--- config.mk ---
export PLATFORM = sky130hd
export DESIGN_NAME = uart_membus_master
export DESIGN_NICKNAME = d
export VERILOG_FILES = /design/src/rtl/uart_membus_master.sv
export SDC_FILE = /design/constraint.sdc
export NUM_CORES = 1
export LEC_CHECK = 0
export CAP_MARGIN = 20
export CORE_MARGIN = 2
export CORE_UTILIZATION = 56
export DETAILED_ROUTE_END_ITERATION = 8
export PLACE_DENSITY = 0.76
export SYNTH_ARGS = -nofsm -noshare
export SYNTH_HDL_FRONTEND = slang
export SYNTH_SLANG_ARGS = --single-unit
--- constraint.sdc ---
create_clock -name clk -period 2.39 [get_ports clk]
set_input_delay 0.717 -clock clk [delete_from_list [all_inputs] [get_ports clk]]
set_output_delay 0.717 -clock clk [all_outputs]
set_load 0.1 [all_outputs]
--- src/rtl/uart_membus_master.sv ---
// uart_membus_master: turns 8N1 UART command frames into single 32-bit memory
// bus transactions and returns read data, an acknowledge or an error byte.
module uart_membus_master #(
  parameter int CLKDIV  = 104,
  parameter int TIMEOUT = 1024
) (
  input  logic        clk,
  input  logic        rst,
  input  logic        uart_rx,
  output logic        uart_tx,
  output logic        mem_valid,
  output logic        mem_instr,
  input  logic        mem_ready,
  output logic [31:0] mem_addr,
  output logic [31:0] mem_wdata,
  output logic [3:0]  mem_wstrb,
  input  logic [31:0] mem_rdata,
  output logic        busy
);
  localparam int CW = $clog2(CLKDIV);
  localparam int TW = $clog2(TIMEOUT) + 1;
  localparam logic [CW-1:0] BIT_LAST  = CW'(CLKDIV - 1);
  localparam logic [CW-1:0] HALF_LAST = CW'(CLKDIV / 2 - 1);
  localparam logic [TW-1:0] TO_LAST   = TW'(TIMEOUT - 1);

  typedef enum logic [1:0] {RX_IDLE, RX_START, RX_DATA, RX_STOP} rx_state_t;
  typedef enum logic [2:0] {P_IDLE, P_ADDR, P_DATA, P_BUS, P_REPLY} p_state_t;

  rx_state_t     rx_state, rx_next;
  logic          rx_meta, rx_sync, rx_prev;
  logic [CW-1:0] rx_cnt;
  logic [2:0]    rx_bit;
  logic [7:0]    rx_shift, rx_byte;
  logic          rx_strobe, rx_ferr, rx_tick;

  p_state_t      state, state_next;
  logic          is_write;
  logic [1:0]    byte_cnt;
  logic [31:0]   addr_sr, data_sr, reply_sr;
  logic [2:0]    reply_left;
  logic [TW-1:0] to_cnt;
  logic          bus_done, bus_timeout;

  logic          tx_busy, tx_done, tx_load;
  logic [CW-1:0] tx_cnt;
  logic [3:0]    tx_bitn;
  logic [8:0]    tx_sh;
  logic [7:0]    tx_byte;

  assign mem_instr   = 1'b0;
  assign busy        = (state != P_IDLE);
  assign bus_done    = mem_valid && mem_ready;
  assign bus_timeout = mem_valid && !mem_ready && (to_cnt == TO_LAST);
  assign tx_done     = tx_busy && (tx_cnt == BIT_LAST) && (tx_bitn == 4'd9);

  // Start bit is re-checked half a bit in, then every later sample lands mid-bit.
  always_comb begin
    rx_next = rx_state;
    rx_tick = (rx_state == RX_START) ? (rx_cnt == HALF_LAST) : (rx_cnt == BIT_LAST);
    case (rx_state)
      RX_IDLE:  if (rx_prev && !rx_sync) rx_next = RX_START;
      RX_START: if (rx_tick) rx_next = rx_sync ? RX_IDLE : RX_DATA;
      RX_DATA:  if (rx_tick && rx_bit == 3'd7) rx_next = RX_STOP;
      RX_STOP:  if (rx_tick) rx_next = RX_IDLE;
      default:  rx_next = RX_IDLE;
    endcase
  end

  always_ff @(posedge clk) begin
    if (rst) begin
      rx_state  <= RX_IDLE;
      rx_meta   <= 1'b1;
      rx_sync   <= 1'b1;
      rx_prev   <= 1'b1;
      rx_cnt    <= '0;
      rx_bit    <= '0;
      rx_shift  <= '0;
      rx_byte   <= '0;
      rx_strobe <= 1'b0;
      rx_ferr   <= 1'b0;
    end else begin
      rx_state  <= rx_next;
      rx_meta   <= uart_rx;
      rx_sync   <= rx_meta;
      rx_prev   <= rx_sync;
      rx_strobe <= 1'b0;
      rx_ferr   <= 1'b0;
      if (rx_state == RX_IDLE || rx_tick) rx_cnt <= '0;
      else rx_cnt <= rx_cnt + 1'b1;
      if (rx_state == RX_START) rx_bit <= '0;
      if (rx_state == RX_DATA && rx_tick) begin
        rx_shift <= {rx_sync, rx_shift[7:1]};
        rx_bit   <= rx_bit + 1'b1;
      end
      if (rx_state == RX_STOP && rx_tick) begin
        rx_strobe <= rx_sync;
        rx_ferr   <= !rx_sync;
        rx_byte   <= rx_shift;
      end
    end
  end

  // Framing errors only abort a command still being assembled; BUS/REPLY ignore RX.
  always_comb begin
    state_next = state;
    case (state)
      P_IDLE:  if (rx_strobe && (rx_byte == 8'h57 || rx_byte == 8'h52)) state_next = P_ADDR;
      P_ADDR:
        if (rx_ferr) state_next = P_IDLE;
        else if (rx_strobe && byte_cnt == 2'd3) state_next = is_write ? P_DATA : P_BUS;
      P_DATA:
        if (rx_ferr) state_next = P_IDLE;
        else if (rx_strobe && byte_cnt == 2'd3) state_next = P_BUS;
      P_BUS:   if (bus_done || bus_timeout) state_next = P_REPLY;
      P_REPLY: if (tx_done && reply_left == 3'd1) state_next = P_IDLE;
      default: state_next = P_IDLE;
    endcase
  end

  always_comb begin
    tx_load = 1'b0;
    tx_byte = 8'h00;
    if (state == P_BUS && (bus_done || bus_timeout)) begin
      tx_load = 1'b1;
      if (bus_timeout) tx_byte = 8'h45;
      else if (is_write) tx_byte = 8'h4B;
      else tx_byte = mem_rdata[31:24];
    end else if (state == P_REPLY && tx_done && reply_left > 3'd1) begin
      tx_load = 1'b1;
      tx_byte = reply_sr[23:16];
    end
  end

  always_ff @(posedge clk) begin
    if (rst) begin
      state      <= P_IDLE;
      is_write   <= 1'b0;
      byte_cnt   <= '0;
      addr_sr    <= '0;
      data_sr    <= '0;
      reply_sr   <= '0;
      reply_left <= '0;
      to_cnt     <= '0;
      mem_valid  <= 1'b0;
      mem_addr   <= '0;
      mem_wdata  <= '0;
      mem_wstrb  <= '0;
    end else begin
      state <= state_next;
      if (state == P_IDLE) begin
        byte_cnt <= '0;
        if (rx_strobe) is_write <= (rx_byte == 8'h57);
      end
      if (state == P_ADDR && rx_strobe) begin
        addr_sr  <= {addr_sr[23:0], rx_byte};
        byte_cnt <= byte_cnt + 1'b1;
      end
      if (state == P_DATA && rx_strobe) begin
        data_sr  <= {data_sr[23:0], rx_byte};
        byte_cnt <= byte_cnt + 1'b1;
      end
      // The final command byte is still in rx_byte, so splice it in on BUS entry.
      if (state_next == P_BUS && state != P_BUS) begin
        mem_valid <= 1'b1;
        to_cnt    <= '0;
        if (is_write) begin
          mem_addr  <= {addr_sr[31:2], 2'b00};
          mem_wdata <= {data_sr[23:0], rx_byte};
          mem_wstrb <= 4'hF;
        end else begin
          mem_addr  <= {addr_sr[23:0], rx_byte[7:2], 2'b00};
          mem_wstrb <= 4'h0;
        end
      end
      if (state == P_BUS) begin
        if (bus_done || bus_timeout) begin
          mem_valid  <= 1'b0;
          reply_sr   <= mem_rdata;
          reply_left <= (bus_done && !is_write) ? 3'd4 : 3'd1;
        end else begin
          to_cnt <= to_cnt + 1'b1;
        end
      end
      if (state == P_REPLY && tx_done && reply_left > 3'd1) begin
        reply_sr   <= {reply_sr[23:0], 8'h00};
        reply_left <= reply_left - 1'b1;
      end
    end
  end

  // Loading the next byte on the stop bit's last cycle keeps replies back-to-back.
  always_ff @(posedge clk) begin
    if (rst) begin
      tx_busy <= 1'b0;
      tx_cnt  <= '0;
      tx_bitn <= '0;
      tx_sh   <= '1;
      uart_tx <= 1'b1;
    end else if (tx_load) begin
      tx_busy <= 1'b1;
      tx_cnt  <= '0;
      tx_bitn <= '0;
      tx_sh   <= {1'b1, tx_byte};
      uart_tx <= 1'b0;
    end else if (tx_busy) begin
      if (tx_cnt == BIT_LAST) begin
        tx_cnt <= '0;
        if (tx_bitn == 4'd9) begin
          tx_busy <= 1'b0;
          uart_tx <= 1'b1;
        end else begin
          uart_tx <= tx_sh[0];
          tx_sh   <= {1'b1, tx_sh[8:1]};
          tx_bitn <= tx_bitn + 1'b1;
        end
      end else begin
        tx_cnt <= tx_cnt + 1'b1;
      end
    end
  end

endmodule

==> report_table.html, run 1 <==
<table>
<tr><th>Metric</th><th>Value</th></tr>
<tr><th colspan="2">Synthesis</th></tr>
<tr><td>Gate Count Post-Synth</td><td>1054</td></tr>
<tr><td>Number of distinct library cell variants in the gate-level netlist after synthesis</td><td>66</td></tr>
<tr><td>Area contributors post-synth</td><td>sky130_fd_sc_hd__dfxtp_1, sky130_fd_sc_hd__nand2_1, sky130_fd_sc_hd__mux2i_1</td></tr>
<tr><td>Most frequently used flop master after synthesis</td><td>sky130_fd_sc_hd__dfxtp_1</td></tr>
<tr><td>Netlist Area Pre-Place</td><td>9175 µm²</td></tr>
<tr><td>Top cells by instance count after synthesis</td><td>sky130_fd_sc_hd__dfxtp_1, sky130_fd_sc_hd__nand2_1, sky130_fd_sc_hd__nor2_1</td></tr>
<tr><td>Count of yosys warnings during synthesis</td><td>0</td></tr>
<tr><td>EDFF count, synth</td><td>0</td></tr>
<tr><td>Synthesis-stage register bit count</td><td>218</td></tr>
<tr><td>Seq/Total Area, Yosys</td><td>0.4757</td></tr>
<tr><td>Synth async-reset ratio</td><td>0</td></tr>
<tr><td>Area fraction of the dominant cell type after synthesis</td><td>0.4757</td></tr>
<tr><td>Top-count cell post-synth</td><td>sky130_fd_sc_hd__dfxtp_1</td></tr>
<tr><td>Average instance area after synthesis</td><td>8.705 µm²</td></tr>
<tr><td>Top cell type by total area after synthesis</td><td>sky130_fd_sc_hd__dfxtp_1</td></tr>
<tr><th colspan="2">Placed design</th></tr>
<tr><td>Area post-placement</td><td>10370 µm²</td></tr>
<tr><td>Buffers added on ports</td><td>104</td></tr>
<tr><td>Sum of net half-perimeters after detailed placement</td><td>13.39 mm</td></tr>
<tr><td>Final weighted congestion in routability-driven placement</td><td>0.7827</td></tr>
<tr><th colspan="2">STA</th></tr>
<tr><td>FMAX</td><td>426.9 MHz</td></tr>
<tr><td>Period utilisation layout</td><td>0.9800</td></tr>
<tr><td>Time the worst path needs with I/O delays and setup</td><td>2.342 ns</td></tr>
<tr><td>Setup violations, final</td><td>0</td></tr>
<tr><td>Number of pins exceeding their max-slew limit in the final report</td><td>0</td></tr>
<tr><td>Worst hold-check slack</td><td>0.4144 ns</td></tr>
<tr><td>Number of hold-slack violations in the final timing report</td><td>0</td></tr>
<tr><td>Setup skew after layout</td><td>0.008082 ns</td></tr>
<tr><th colspan="2">Routing</th></tr>
<tr><td>Final routed wire length divided by cell count</td><td>14.75 µm</td></tr>
<tr><td>Post-route antenna net violation count</td><td>0</td></tr>
<tr><td>Initial DRT Pass Iterations</td><td>5</td></tr>
<tr><td>Total number of vias</td><td>7459</td></tr>
<tr><td>DRT Wirelength</td><td>20.32 mm</td></tr>
<tr><td>Detailed router's first-iteration violation count</td><td>478</td></tr>
<tr><td>Remaining routing DRC violations</td><td>0</td></tr>
<tr><td>Mean number of vias per cell</td><td>5.413</td></tr>
<tr><th colspan="2">Clocking</th></tr>
<tr><td>Clock tree from TritonCTS</td><td>yes</td></tr>
<tr><td>Number of buffers inserted during clock tree synthesis</td><td>23</td></tr>
<tr><td>Sink Count</td><td>218</td></tr>
<tr><td>Number of buffers inserted for hold repair after clock tree synthesis</td><td>0</td></tr>
<tr><td>CTS root buf</td><td>sky130_fd_sc_hd__clkbuf_16</td></tr>
<tr><td>H-Tree Depth</td><td>1</td></tr>
<tr><td>Clock Pin Slew Worst Setup and Hold Paths</td><td>0.06 ns</td></tr>
<tr><td>Number of buffers on the longest clock path</td><td>3</td></tr>
<tr><td>Clock latency on the worst-skew pair</td><td>0.51 ns</td></tr>
<tr><th colspan="2">Setup path</th></tr>
<tr><td>Critical path's top delay family</td><td>simple AND/OR/NAND/NOR gates</td></tr>
<tr><td>Worst setup path class</td><td>flip-flop to primary output</td></tr>
<tr><td>Required time reported for the critical path endpoint</td><td>1.67 ns</td></tr>
<tr><td>Worst Setup EP</td><td>busy</td></tr>
<tr><td>Largest fanout on the critical path</td><td>8</td></tr>
<tr><td>Critical Path AT</td><td>1.63 ns</td></tr>
<tr><td>CP Cell Sequence</td><td>buf_4 -&gt; or3_4 -&gt; buf_12</td></tr>
<tr><td>R2r startpoint</td><td>state[0]</td></tr>
<tr><td>Setup crit start</td><td>state[2]</td></tr>
<tr><td>Buffers plus inverters on the worst setup path</td><td>2</td></tr>
<tr><td>Slowest cell delay on critical path</td><td>0.41 ns</td></tr>
<tr><td>Critical path startpoint category</td><td>flip-flop</td></tr>
<tr><td>Slowest-stage cell, CP</td><td>sky130_fd_sc_hd__or3_4</td></tr>
<tr><td>CP Capture Type</td><td>primary output</td></tr>
<tr><td>Worst path depth</td><td>3</td></tr>
<tr><td>Cell depth of the worst flop-to-flop path</td><td>7</td></tr>
<tr><td>Setup slack, reg-to-reg</td><td>0.26 ns</td></tr>
<tr><td>Capture instance of the worst register-to-register path</td><td>mem_addr[18]</td></tr>
<tr><th colspan="2">Final layout</th></tr>
<tr><td>Final net count</td><td>1194</td></tr>
<tr><td>Diode insertion count for antenna repair</td><td>0</td></tr>
<tr><td>Synthesis-to-finish area growth</td><td>21.15%</td></tr>
<tr><td>Finished Cell Area</td><td>11120 µm²</td></tr>
<tr><td>Layout cells sized above 1</td><td>0.1867</td></tr>
<tr><th colspan="2">Global routing</th></tr>
<tr><td>Vias in the first global route</td><td>6868</td></tr>
<tr><td>Maximum number of pins on one net before global-route repair</td><td>69</td></tr>
<tr><td>M1 GR Usage</td><td>0.3286</td></tr>
<tr><td>Global-route met3 utilization</td><td>0.02845</td></tr>
<tr><td>GRT Residual Overflow</td><td>0</td></tr>
<tr><td>All-layer global routing usage</td><td>0.2270</td></tr>
<tr><td>Initial antenna violation count</td><td>0</td></tr>
<tr><td>Met2 layer usage reported by global route</td><td>0.3568</td></tr>
<tr><td>Global-route wire length before repair</td><td>33.71 mm</td></tr>
<tr><td>Busiest layer in global routing</td><td>met2</td></tr>
<tr><th colspan="2">Floorplan</th></tr>
<tr><td>Die area</td><td>17420 µm²</td></tr>
<tr><td>Die height</td><td>132 µm</td></tr>
<tr><td>Starting density of the core</td><td>0.5755</td></tr>
<tr><td>Die span in x</td><td>132 µm</td></tr>
<tr><td>Ports placed on the boundary</td><td>108</td></tr>
<tr><td>Floorplan Core Area</td><td>15940 µm²</td></tr>
<tr><td>Core Rows</td><td>46</td></tr>
<tr><th colspan="2">Power</th></tr>
<tr><td>Leakage</td><td>4.107 nW</td></tr>
<tr><td>Power Dens Cells</td><td>652.0 nW/µm²</td></tr>
<tr><td>Worst IR drop on VDD</td><td>0.0005669 V</td></tr>
<tr><td>Total power consumption of the routed design</td><td>7.247 mW</td></tr>
<tr><th colspan="2">Hold path</th></tr>
<tr><td>Worst hold-check path type</td><td>flip-flop to flip-flop</td></tr>
<tr><td>Worst hold path stage count</td><td>1</td></tr>
<tr><th colspan="2">Outcome</th></tr>
<tr><td>Run status</td><td>finished clean</td></tr>
<tr><th colspan="2">Flow run</th></tr>
<tr><td>Count of maximum capacitance violations</td><td>0</td></tr>
</table>
==> timing repair <==
action                                  4_1_cts  5_1_grt
buffers inserted                              0        0
resized for setup                             2        4
endpoints found under the setup margin        1       60
==> state kept, by name (all words and copies together) (netlist names), 4 cells and up, named ones only <==
name / count
rx_cnt: 7
addr_sr: 32
reply_sr: 24
tx_cnt: 7
rx_byte: 8
mem_addr: 30
mem_wdata: 32
data_sr: 24
tx_bitn: 4
rx_shift: 8
to_cnt: 11
tx_sh: 8
==> worst min path at each step <==
stage | to | startpoint | slack [ns]
3_5_place_dp | rx_sync | rx_meta | 0.40
4_1_cts | rx_sync | rx_meta | 0.41
5_1_grt | rx_sync | rx_meta | 0.44
6_report | rx_sync | rx_meta | 0.41
3_3_place_gp | rx_sync | rx_meta | 0.40
2_1_floorplan | rx_sync | rx_meta | 0.39
==> layer usage <==
| layer | vias to the layer above | share of wire |
|---|---|---|
| met3 | 27 | 0.039 |
| li1 | 3769 | - |
| met2 | 162 | 0.46 |
| met4 | 0 | 0.018 |
| met5 | - | 0 |
| met1 | 3501 | 0.49 |
==> power by group <==
part	total, mW	leakage [nW]	internal, mW	switching, mW
logic	0.166	1.99	0.0692	0.0965
registers	3.64	1.76	3.64	0.00217
clock network	3.44	0.358	2.02	1.42
total	7.25	4.11	5.73	1.52
==> placed cells by master (no fill, tap or decap), types with 3 or more instances in the layout <==
master                            netlist  routed
sky130_fd_sc_hd__a21oi_1              102     102
sky130_fd_sc_hd__dfxtp_2                0       5
sky130_fd_sc_hd__nor2b_1                3       3
sky130_fd_sc_hd__dfxtp_1              218     213
sky130_fd_sc_hd__xnor2_1                9       9
sky130_fd_sc_hd__clkdlybuf4s50_1        0      34
sky130_fd_sc_hd__ha_1                  10      10
sky130_fd_sc_hd__xor2_1                11      11
sky130_fd_sc_hd__a211oi_2              31      31
sky130_fd_sc_hd__nand2_1              214     214
sky130_fd_sc_hd__o21ai_0               10      10
sky130_fd_sc_hd__nor2_2                 7       7
sky130_fd_sc_hd__buf_4                  7     113
sky130_fd_sc_hd__o221ai_1               3       3
sky130_fd_sc_hd__nand4_1                7       7
sky130_fd_sc_hd__inv_1                  8       8
sky130_fd_sc_hd__nand4b_1               3       3
sky130_fd_sc_hd__conb_1                 1       3
sky130_fd_sc_hd__clkbuf_1              54       7
sky130_fd_sc_hd__nor3_1                 7       6
sky130_fd_sc_hd__clkbuf_8               0       4
sky130_fd_sc_hd__clkbuf_16              0      23
sky130_fd_sc_hd__o22a_1                 3       3
sky130_fd_sc_hd__nor3_2                 3       4
sky130_fd_sc_hd__a311oi_1              17      17
sky130_fd_sc_hd__o21bai_1               7       7
sky130_fd_sc_hd__and3_1                 7       7
sky130_fd_sc_hd__a2bb2oi_1              3       3
sky130_fd_sc_hd__nor2_1               124     124
sky130_fd_sc_hd__nand3_1               41      41
sky130_fd_sc_hd__o22ai_1                3       3
sky130_fd_sc_hd__a31oi_1                7       7
sky130_fd_sc_hd__nand2b_1               7       7
sky130_fd_sc_hd__mux2i_1               57      57
sky130_fd_sc_hd__or2_2                  3       3
sky130_fd_sc_hd__buf_12                 1       8
==> through the flow <==
stage / setup WS, ns / setup TNS, ns / util / std cells
2_1_floorplan: 0.1800 / 0 / - / 1056
3_3_place_gp: 0.01812 / 0 / 0.6503 / 1339
3_5_place_dp: -0.04430 / -0.4291 / 0.6503 / 1339
4_1_cts: 0.01530 / 0 / 0.6964 / 1378
5_1_grt: -0.0007225 / -0.0007225 / 0.6972 / 1378
6_report: 0.04775 / 0 / 0.6972 / 1378
==> area by class of cell <==
type | instances | area, µm²
inverter | 8 | 30.03
sequential | 218 | 4370
fill | 1289 | 4827
multi-input combinational | 741 | 4357
clock inverter | 5 | 71.32
tap | 216 | 270.3
timing repair buffer | 156 | 1360
clock buffer | 34 | 656.9
==> cell families after synthesis <==
group | share of synthesized area
XOR/XNOR | 0.01909
other | 0.0004087
buffers and inverters | 0.05373
AND/OR/NAND/NOR | 0.2136
adder cells (fa/ha/maj) | 0.01364
multiplexers | 0.06341
AO/OA/AOI/OAI | 0.1605
flip-flops | 0.4757
(Power assumes the default switching activity.)
==> run 2: changes to the inputs <==
--- a/config.mk
+++ b/config.mk
@@ -6,10 +6,13 @@
 export NUM_CORES = 1
 export LEC_CHECK = 0
 export CAP_MARGIN = 20
+export CELL_PAD_IN_SITES_DETAIL_PLACEMENT = 2
+export CELL_PAD_IN_SITES_GLOBAL_PLACEMENT = 2
 export CORE_MARGIN = 2
-export CORE_UTILIZATION = 56
+export CORE_UTILIZATION = 34
 export DETAILED_ROUTE_END_ITERATION = 8
-export PLACE_DENSITY = 0.76
+export GPL_TIMING_DRIVEN = 0
+export PLACE_DENSITY = 0.75
 export SYNTH_ARGS = -nofsm -noshare
 export SYNTH_HDL_FRONTEND = slang
 export SYNTH_SLANG_ARGS = --single-unit
==> report_table.html, run 2 (same netlist as run 1, synthesis figures left out) <==
<table>
<tr><th>Metric</th><th>Value</th></tr>
<tr><th colspan="2">Routing</th></tr>
<tr><td>DRT Wirelength</td><td>28.63 mm (was 20.32 mm)</td></tr>
<tr><td>Post-route antenna net violation count</td><td>0 (unchanged)</td></tr>
<tr><td>Initial DRT Pass Iterations</td><td>4 (was 5)</td></tr>
<tr><td>Final routed wire length divided by cell count</td><td>18.47 µm (was 14.75 µm)</td></tr>
<tr><td>Mean number of vias per cell</td><td>5.177 (was 5.413)</td></tr>
<tr><td>Detailed router's first-iteration violation count</td><td>265 (was 478)</td></tr>
<tr><td>Remaining routing DRC violations</td><td>0 (unchanged)</td></tr>
<tr><td>Total number of vias</td><td>8025 (was 7459)</td></tr>
<tr><th colspan="2">Global routing</th></tr>
<tr><td>Vias in the first global route</td><td>8496 (was 6868)</td></tr>
<tr><td>GRT Residual Overflow</td><td>0 (unchanged)</td></tr>
<tr><td>Global-route wire length before repair</td><td>46.61 mm (was 33.71 mm)</td></tr>
<tr><td>All-layer global routing usage</td><td>0.2027 (was 0.2270)</td></tr>
<tr><td>Maximum number of pins on one net before global-route repair</td><td>14 (was 69)</td></tr>
<tr><td>Initial antenna violation count</td><td>0 (unchanged)</td></tr>
<tr><th colspan="2">Floorplan</th></tr>
<tr><td>Die span in x</td><td>168.3 µm (was 132 µm)</td></tr>
<tr><td>Die height</td><td>168.3 µm (was 132 µm)</td></tr>
<tr><td>Floorplan Core Area</td><td>26730 µm² (was 15940 µm²)</td></tr>
<tr><td>Core Rows</td><td>60 (was 46)</td></tr>
<tr><td>Ports placed on the boundary</td><td>108 (unchanged)</td></tr>
<tr><td>Die area</td><td>28310 µm² (was 17420 µm²)</td></tr>
<tr><td>Starting density of the core</td><td>0.3433 (was 0.5755)</td></tr>
<tr><th colspan="2">Setup path</th></tr>
<tr><td>CP Capture Type</td><td>primary output (unchanged)</td></tr>
<tr><td>R2r startpoint</td><td>to_cnt[1] (was state[0])</td></tr>
<tr><td>Setup slack, reg-to-reg</td><td>0.13 ns (was 0.26 ns)</td></tr>
<tr><td>Worst setup path class</td><td>flip-flop to primary output (unchanged)</td></tr>
<tr><td>Capture instance of the worst register-to-register path</td><td>mem_addr[29] (was mem_addr[18])</td></tr>
<tr><td>Cell depth of the worst flop-to-flop path</td><td>9 (was 7)</td></tr>
<tr><td>Required time reported for the critical path endpoint</td><td>1.67 ns (about the same)</td></tr>
<tr><td>Critical Path AT</td><td>1.62 ns (was 1.63 ns)</td></tr>
<tr><td>Critical path startpoint category</td><td>flip-flop (unchanged)</td></tr>
<tr><td>Largest fanout on the critical path</td><td>10 (was 8)</td></tr>
<tr><th colspan="2">Placed design</th></tr>
<tr><td>Final weighted congestion in routability-driven placement</td><td>0.7764 (was 0.7827)</td></tr>
<tr><td>Cell total after placement</td><td>1501 (was 1339)</td></tr>
<tr><td>Buffers added on ports</td><td>104 (unchanged)</td></tr>
<tr><td>Sum of net half-perimeters after detailed placement</td><td>20.45 mm (was 13.39 mm)</td></tr>
<tr><td>Area post-placement</td><td>10650 µm² (was 10370 µm²)</td></tr>
<tr><th colspan="2">Clocking</th></tr>
<tr><td>Clock latency on the worst-skew pair</td><td>0.53 ns (was 0.51 ns)</td></tr>
<tr><td>Clock Pin Slew Worst Setup and Hold Paths</td><td>0.06 ns (about the same)</td></tr>
<tr><td>Number of buffers inserted during clock tree synthesis</td><td>25 (was 23)</td></tr>
<tr><td>Number of buffers inserted for hold repair after clock tree synthesis</td><td>0 (unchanged)</td></tr>
<tr><td>Number of buffers on the longest clock path</td><td>3 (unchanged)</td></tr>
<tr><td>Clock tree from TritonCTS</td><td>yes (unchanged)</td></tr>
<tr><td>CTS root buf</td><td>sky130_fd_sc_hd__clkbuf_16 (unchanged)</td></tr>
<tr><td>H-Tree Depth</td><td>1 (unchanged)</td></tr>
<tr><td>Sink Count</td><td>218 (unchanged)</td></tr>
<tr><th colspan="2">Final layout</th></tr>
<tr><td>Footprint of the flip-flops and latches</td><td>4372 µm² (was 4370 µm²)</td></tr>
<tr><td>Final net count</td><td>1237 (was 1194)</td></tr>
<tr><td>Top Registers</td><td>addr_sr (32), mem_wdata (32), mem_addr (30) (unchanged)</td></tr>
<tr><td>Diode insertion count for antenna repair</td><td>0 (unchanged)</td></tr>
<tr><td>Number of standard cells in the layout, taps in and fillers out</td><td>1550 (was 1378)</td></tr>
<tr><td>Synthesis-to-finish area growth</td><td>28.53% (was 21.15%)</td></tr>
<tr><td>Layout cells sized above 1</td><td>0.1902 (was 0.1867)</td></tr>
<tr><td>Number of fill cells</td><td>2948 (was 1289)</td></tr>
<tr><td>Finished Cell Area</td><td>11790 µm² (was 11120 µm²)</td></tr>
<tr><td>Highest-count cells in the layout ignoring fill and taps</td><td>sky130_fd_sc_hd__nand2_1, sky130_fd_sc_hd__dfxtp_1, sky130_fd_sc_hd__nor2_1 (unchanged)</td></tr>
<tr><td>Total area of multi-input combinational cells</td><td>4413 µm² (was 4357 µm²)</td></tr>
<tr><th colspan="2">Power</th></tr>
<tr><td>Internal Power</td><td>6.204 mW (was 5.729 mW)</td></tr>
<tr><td>Worst IR drop on VDD</td><td>0.0004446 V (was 0.0005669 V)</td></tr>
<tr><td>Switching part of the total power</td><td>0.2162 (was 0.2095)</td></tr>
<tr><td>Part of the power in combinational logic</td><td>0.024 (was 0.023)</td></tr>
<tr><td>Proportion of power drawn by flip-flops and latches</td><td>0.460 (was 0.502)</td></tr>
<tr><td>Net Switching</td><td>1.711 mW (was 1.518 mW)</td></tr>
<tr><td>Clock network fraction of design power</td><td>0.516 (was 0.475)</td></tr>
<tr><td>Power Dens Cells</td><td>671.2 nW/µm² (was 652.0 nW/µm²)</td></tr>
<tr><td>Leakage</td><td>4.107 nW (about the same)</td></tr>
<tr><td>Total power consumption of the routed design</td><td>7.915 mW (was 7.247 mW)</td></tr>
<tr><th colspan="2">STA</th></tr>
<tr><td>Slew at the pin with the worst max-slew slack</td><td>0.8518 ns</td></tr>
<tr><td>Aggregate negative setup slack</td><td>0 ns (unchanged)</td></tr>
<tr><td>Time the worst path needs with I/O delays and setup</td><td>2.339 ns (was 2.342 ns)</td></tr>
<tr><td>Setup violations, final</td><td>0 (unchanged)</td></tr>
<tr><td>Number of pins exceeding their max-slew limit in the final report</td><td>0 (unchanged)</td></tr>
<tr><td>Worst hold-check slack</td><td>0.4257 ns (was 0.4144 ns)</td></tr>
<tr><td>FMAX</td><td>427.5 MHz (was 426.9 MHz)</td></tr>
<tr><td>Setup skew after layout</td><td>0.009501 ns (was 0.008082 ns)</td></tr>
<tr><td>Period utilisation layout</td><td>0.9788 (was 0.9800)</td></tr>
<tr><td>Number of hold-slack violations in the final timing report</td><td>0 (unchanged)</td></tr>
<tr><td>Worst rel slew slack</td><td>0.4321</td></tr>
<tr><th colspan="2">Hold path</th></tr>
<tr><td>Worst hold-check path type</td><td>flip-flop to flip-flop (unchanged)</td></tr>
<tr><td>Startpoint of the most critical hold path</td><td>rx_meta (unchanged)</td></tr>
<tr><td>Terminating pin of the worst hold path</td><td>rx_sync (unchanged)</td></tr>
<tr><td>Worst hold path stage count</td><td>1 (unchanged)</td></tr>
<tr><th colspan="2">Outcome</th></tr>
<tr><td>Run status</td><td>finished clean (unchanged)</td></tr>
<tr><th colspan="2">Flow run</th></tr>
<tr><td>Count of maximum capacitance violations</td><td>0 (unchanged)</td></tr>
</table>
-- run 2: metrics by stage --
step / setup WS (ns) / util
finish: 0.05071 / 0.4412
global route: -0.005525 / 0.4412
CTS: -0.03044 / 0.4370
detailed placement: -0.7275 / 0.3985
global placement: -0.7087 / 0.3985
floorplan: 0.1800 / -
-- run 2: power by group through the flow --
stage | logic [mW] | registers (mW) | clock network (mW)
after global placement | 0.194 | 3.72 | 0
after CTS | 0.196 | 3.64 | 4.19
after floorplan | 0.0909 | 3.72 | 0
final | 0.194 | 3.64 | 4.08
after detailed placement | 0.194 | 3.72 | 0
after global routing | 0.209 | 3.63 | 4.37
-- run 2: final cells by class --
cell class	count	share of cell area
Tap cell	341	0.03618
Multi-Input combinational cell	741	0.3742
Clock buffer	32	0.05952
Timing Repair Buffer	109	0.09931
Clock inverter	13	0.01422
Inverter	8	0.002546
Sequential cell	218	0.3707
Buffer	88	0.04329
-- run 2: metal layers --
| layer | GRT usage | wire length [µm] | up-vias |
|---|---|---|---|
| met5 | 0 | 0 | - |
| met4 | 0.04385 | 506 | 0 |
| met3 | 0.02374 | 874 | 41 |
| met2 | 0.3435 | 13420 | 121 |
| met1 | 0.2781 | 13840 | 3989 |
| li1 | - | - | 3874 |
-- run 2: critical path: stages (launching register included) --
cell and delay (ns):
sky130_fd_sc_hd__dfxtp_1 0.34, sky130_fd_sc_hd__buf_6 0.15, sky130_fd_sc_hd__or3_4 0.42, sky130_fd_sc_hd__buf_12 0.18
-- run 2: worst max path at each step --
stage,from,to,slack (ns),cells past startpoint
floorplan,mem_valid,mem_addr[10],0.18,8
global placement,rst,mem_wdata[1],-0.71,5
detailed placement,rst,rx_byte[0],-0.73,5
CTS,state[2],busy,-0.03,3
global route,state[0],busy,-0.006,3
finish,state[1],busy,0.05,3
-- run 2: repair_timing --
item	in CTS	in global routing
gates resized for setup	231	39
setup buffers	1	4
setup endpoints to repair	188	117
pin swaps	1	3
==> run 3: changes to the inputs <==
--- a/config.mk
+++ b/config.mk
@@ -12,7 +12,7 @@
 export CORE_UTILIZATION = 34
 export DETAILED_ROUTE_END_ITERATION = 8
 export GPL_TIMING_DRIVEN = 0
-export PLACE_DENSITY = 0.75
+export PLACE_DENSITY = 0.86
 export SYNTH_ARGS = -nofsm -noshare
 export SYNTH_HDL_FRONTEND = slang
 export SYNTH_SLANG_ARGS = --single-unit
==> report_table.html, run 3 (same netlist as run 1, synthesis figures left out) <==
<table>
<tr><th>Metric</th><th>Value</th></tr>
<tr><th colspan="2">Setup path</th></tr>
<tr><td>Critical Path AT</td><td>1.66 ns (was 1.62 ns)</td></tr>
<tr><td>Largest fanout on the critical path</td><td>10 (unchanged)</td></tr>
<tr><td>CP Capture Type</td><td>primary output (unchanged)</td></tr>
<tr><td>R2r startpoint</td><td>tx_cnt[1] (was to_cnt[1])</td></tr>
<tr><td>Worst setup path class</td><td>flip-flop to primary output (unchanged)</td></tr>
<tr><td>Setup crit start</td><td>state[1] (unchanged)</td></tr>
<tr><td>Critical path startpoint category</td><td>flip-flop (unchanged)</td></tr>
<tr><td>Required time reported for the critical path endpoint</td><td>1.67 ns (about the same)</td></tr>
<tr><td>Setup slack, reg-to-reg</td><td>0.05 ns (was 0.13 ns)</td></tr>
<tr><td>Worst Setup EP</td><td>busy (unchanged)</td></tr>
<tr><td>Cell depth of the worst flop-to-flop path</td><td>8 (was 9)</td></tr>
<tr><td>Capture instance of the worst register-to-register path</td><td>reply_left[2] (was mem_addr[29])</td></tr>
<tr><th colspan="2">Global routing</th></tr>
<tr><td>Vias in the first global route</td><td>9160 (was 8496)</td></tr>
<tr><td>Global-route wire length before repair</td><td>50.81 mm (was 46.61 mm)</td></tr>
<tr><td>Maximum number of pins on one net before global-route repair</td><td>14 (unchanged)</td></tr>
<tr><td>Initial antenna violation count</td><td>0 (unchanged)</td></tr>
<tr><td>GRT Residual Overflow</td><td>0 (unchanged)</td></tr>
<tr><td>All-layer global routing usage</td><td>0.2244 (was 0.2027)</td></tr>
<tr><th colspan="2">Final layout</th></tr>
<tr><td>Final net count</td><td>1235 (was 1237)</td></tr>
<tr><td>Synthesis-to-finish area growth</td><td>27.00% (was 28.53%)</td></tr>
<tr><td>Diode insertion count for antenna repair</td><td>0 (unchanged)</td></tr>
<tr><td>Top Registers</td><td>addr_sr (32), mem_wdata (32), mem_addr (30) (unchanged)</td></tr>
<tr><td>Number of standard cells in the layout, taps in and fillers out</td><td>1548 (was 1550)</td></tr>
<tr><td>Highest-count cells in the layout ignoring fill and taps</td><td>sky130_fd_sc_hd__nand2_1, sky130_fd_sc_hd__dfxtp_1, sky130_fd_sc_hd__nor2_1 (unchanged)</td></tr>
<tr><td>Number of fill cells</td><td>2926 (was 2948)</td></tr>
<tr><td>Layout cells sized above 1</td><td>0.1856 (was 0.1902)</td></tr>
<tr><th colspan="2">STA</th></tr>
<tr><td>Worst hold-check slack</td><td>0.4426 ns (was 0.4257 ns)</td></tr>
<tr><td>Slew at the pin with the worst max-slew slack</td><td>0.9108 ns (was 0.8518 ns)</td></tr>
<tr><td>Period utilisation layout</td><td>0.9926 (was 0.9788)</td></tr>
<tr><td>Time the worst path needs with I/O delays and setup</td><td>2.372 ns (was 2.339 ns)</td></tr>
<tr><td>Number of pins exceeding their max-slew limit in the final report</td><td>0 (unchanged)</td></tr>
<tr><td>Worst rel slew slack</td><td>0.3928 (was 0.4321)</td></tr>
<tr><td>Setup skew after layout</td><td>0.02643 ns (was 0.009501 ns)</td></tr>
<tr><td>Number of hold-slack violations in the final timing report</td><td>0 (unchanged)</td></tr>
<tr><td>FMAX</td><td>421.5 MHz (was 427.5 MHz)</td></tr>
<tr><td>Setup violations, final</td><td>0 (unchanged)</td></tr>
<tr><th colspan="2">Power</th></tr>
<tr><td>Power Dens Cells</td><td>645.2 nW/µm² (was 671.2 nW/µm²)</td></tr>
<tr><td>Total power consumption of the routed design</td><td>7.518 mW (was 7.915 mW)</td></tr>
<tr><td>Worst IR drop on VDD</td><td>0.0004886 V (was 0.0004446 V)</td></tr>
<tr><td>Leakage</td><td>4.046 nW (was 4.107 nW)</td></tr>
<tr><th colspan="2">Clocking</th></tr>
<tr><td>CTS root buf</td><td>sky130_fd_sc_hd__clkbuf_16 (unchanged)</td></tr>
<tr><td>Sink Count</td><td>218 (unchanged)</td></tr>
<tr><td>H-Tree Depth</td><td>1 (unchanged)</td></tr>
<tr><td>Clock Pin Slew Worst Setup and Hold Paths</td><td>0.06 ns (about the same)</td></tr>
<tr><td>Clock latency on the worst-skew pair</td><td>0.55 ns (was 0.53 ns)</td></tr>
<tr><td>Number of buffers on the longest clock path</td><td>3 (unchanged)</td></tr>
<tr><td>Number of buffers inserted during clock tree synthesis</td><td>25 (unchanged)</td></tr>
<tr><td>Clock tree from TritonCTS</td><td>yes (unchanged)</td></tr>
<tr><th colspan="2">Placed design</th></tr>
<tr><td>Cell total after placement</td><td>1501 (unchanged)</td></tr>
<tr><td>Final weighted congestion in routability-driven placement</td><td>0.7852 (was 0.7764)</td></tr>
<tr><td>Buffers added on ports</td><td>104 (unchanged)</td></tr>
<tr><td>Sum of net half-perimeters after detailed placement</td><td>21.07 mm (was 20.45 mm)</td></tr>
<tr><th colspan="2">Floorplan</th></tr>
<tr><td>Die area</td><td>28310 µm² (unchanged)</td></tr>
<tr><td>Starting density of the core</td><td>0.3433 (unchanged)</td></tr>
<tr><td>Ports placed on the boundary</td><td>108 (unchanged)</td></tr>
<tr><td>Floorplan Core Area</td><td>26730 µm² (unchanged)</td></tr>
<tr><td>Die height</td><td>168.3 µm (unchanged)</td></tr>
<tr><td>Die span in x</td><td>168.3 µm (unchanged)</td></tr>
<tr><td>Core Rows</td><td>60 (unchanged)</td></tr>
<tr><th colspan="2">Flow run</th></tr>
<tr><td>Count of maximum capacitance violations</td><td>0 (unchanged)</td></tr>
<tr><th colspan="2">Routing</th></tr>
<tr><td>Remaining routing DRC violations</td><td>0 (unchanged)</td></tr>
<tr><td>Mean number of vias per cell</td><td>5.359 (was 5.177)</td></tr>
<tr><td>Initial DRT Pass Iterations</td><td>5 (was 4)</td></tr>
<tr><td>Final routed wire length divided by cell count</td><td>21.10 µm (was 18.47 µm)</td></tr>
<tr><td>Detailed router's first-iteration violation count</td><td>389 (was 265)</td></tr>
<tr><td>Total number of vias</td><td>8296 (was 8025)</td></tr>
<tr><td>DRT Wirelength</td><td>32.66 mm (was 28.63 mm)</td></tr>
<tr><td>Post-route antenna net violation count</td><td>0 (unchanged)</td></tr>
<tr><th colspan="2">Hold path</th></tr>
<tr><td>Startpoint of the most critical hold path</td><td>rx_cnt[0] (was rx_meta)</td></tr>
<tr><td>Worst hold-check path type</td><td>flip-flop to flip-flop (unchanged)</td></tr>
<tr><th colspan="2">Outcome</th></tr>
<tr><td>Run status</td><td>finished clean (unchanged)</td></tr>
</table>
## run 3: changes by cell type in the layout (fill, tap and decap cells not counted), sizes merged
cell | before | now
bufinv | 4 | 0
buf | 41 | 44
clkbuf | 85 | 87
clkdlybuf4s18 | 2 | 0
inv | 8 | 10
clkdlybuf4s15 | 66 | 65
clkinv | 8 | 7
clkinvlp | 1 | 0
## run 3: power breakdown
group          switching, mW  leakage (nW)  internal [mW]
registers            0.00254          1.76           3.64
logic                  0.125          1.90         0.0730
clock network           1.61         0.388           2.07
total                   1.74          4.05           5.78
## run 3: how the worst min path moves through the flow
stage,slack (ns),cells after the start,endpoint
after floorplan,0.39,1,rx_sync
after global placement,0.40,1,rx_sync
after detailed placement,0.40,1,rx_sync
after CTS,0.45,1,rx_cnt[0]
after global routing,0.47,1,rx_cnt[0]
final,0.44,1,rx_cnt[0]
## run 3: routing by layer
layer	vias to the layer above	global-route usage	share of wire
met5	-	0	0
met4	0	0.06822	0.025
met3	62	0.02727	0.033
met2	177	0.4097	0.51
met1	4194	0.2753	0.43
li1	3863	-	-
## run 3: layout make-up
cell class	count	area, µm²	share of cell area
well taps	341	426.7	0.03662
plain buffers	88	500.5	0.04295
clock buffers	36	706.9	0.06067
repair buffers	107	1140	0.09782
inverters	8	30.03	0.002577
clock inverters	9	66.31	0.005691
multi-input cells	741	4410	0.3785
flip-flops and latches	218	4372	0.3752
## run 3: stage by stage
| stage | TNS [ns] | setup WS [ns] | util | instance area [µm²] |
|---|---|---|---|---|
| after floorplan | 0 | 0.1800 | - | 9184 |
| after global placement | -69.13 | -0.6123 | 0.3985 | 10650 |
| after detailed placement | -73.56 | -0.6156 | 0.3985 | 10650 |
| after CTS | -0.1315 | -0.1315 | 0.4325 | 11560 |
| after global routing | -0.2578 | -0.07260 | 0.4360 | 11650 |
| final | 0 | 0.01763 | 0.4360 | 11650 |
## run 3: worst max-delay path, cell delays in order (launching register included)
cell and delay [ns]:
sky130_fd_sc_hd__dfxtp_1 0.35, sky130_fd_sc_hd__buf_6 0.16, sky130_fd_sc_hd__or3_4 0.42, sky130_fd_sc_hd__buf_12 0.18
## run 3: repair_timing
action                                  CTS  global route
gates resized for setup                 236            36
endpoints found under the setup margin  184           110
setup buffers                             1             2
endpoints found under the hold margin     0             0
pin swaps                                 2             3
hold buffers                              0             0
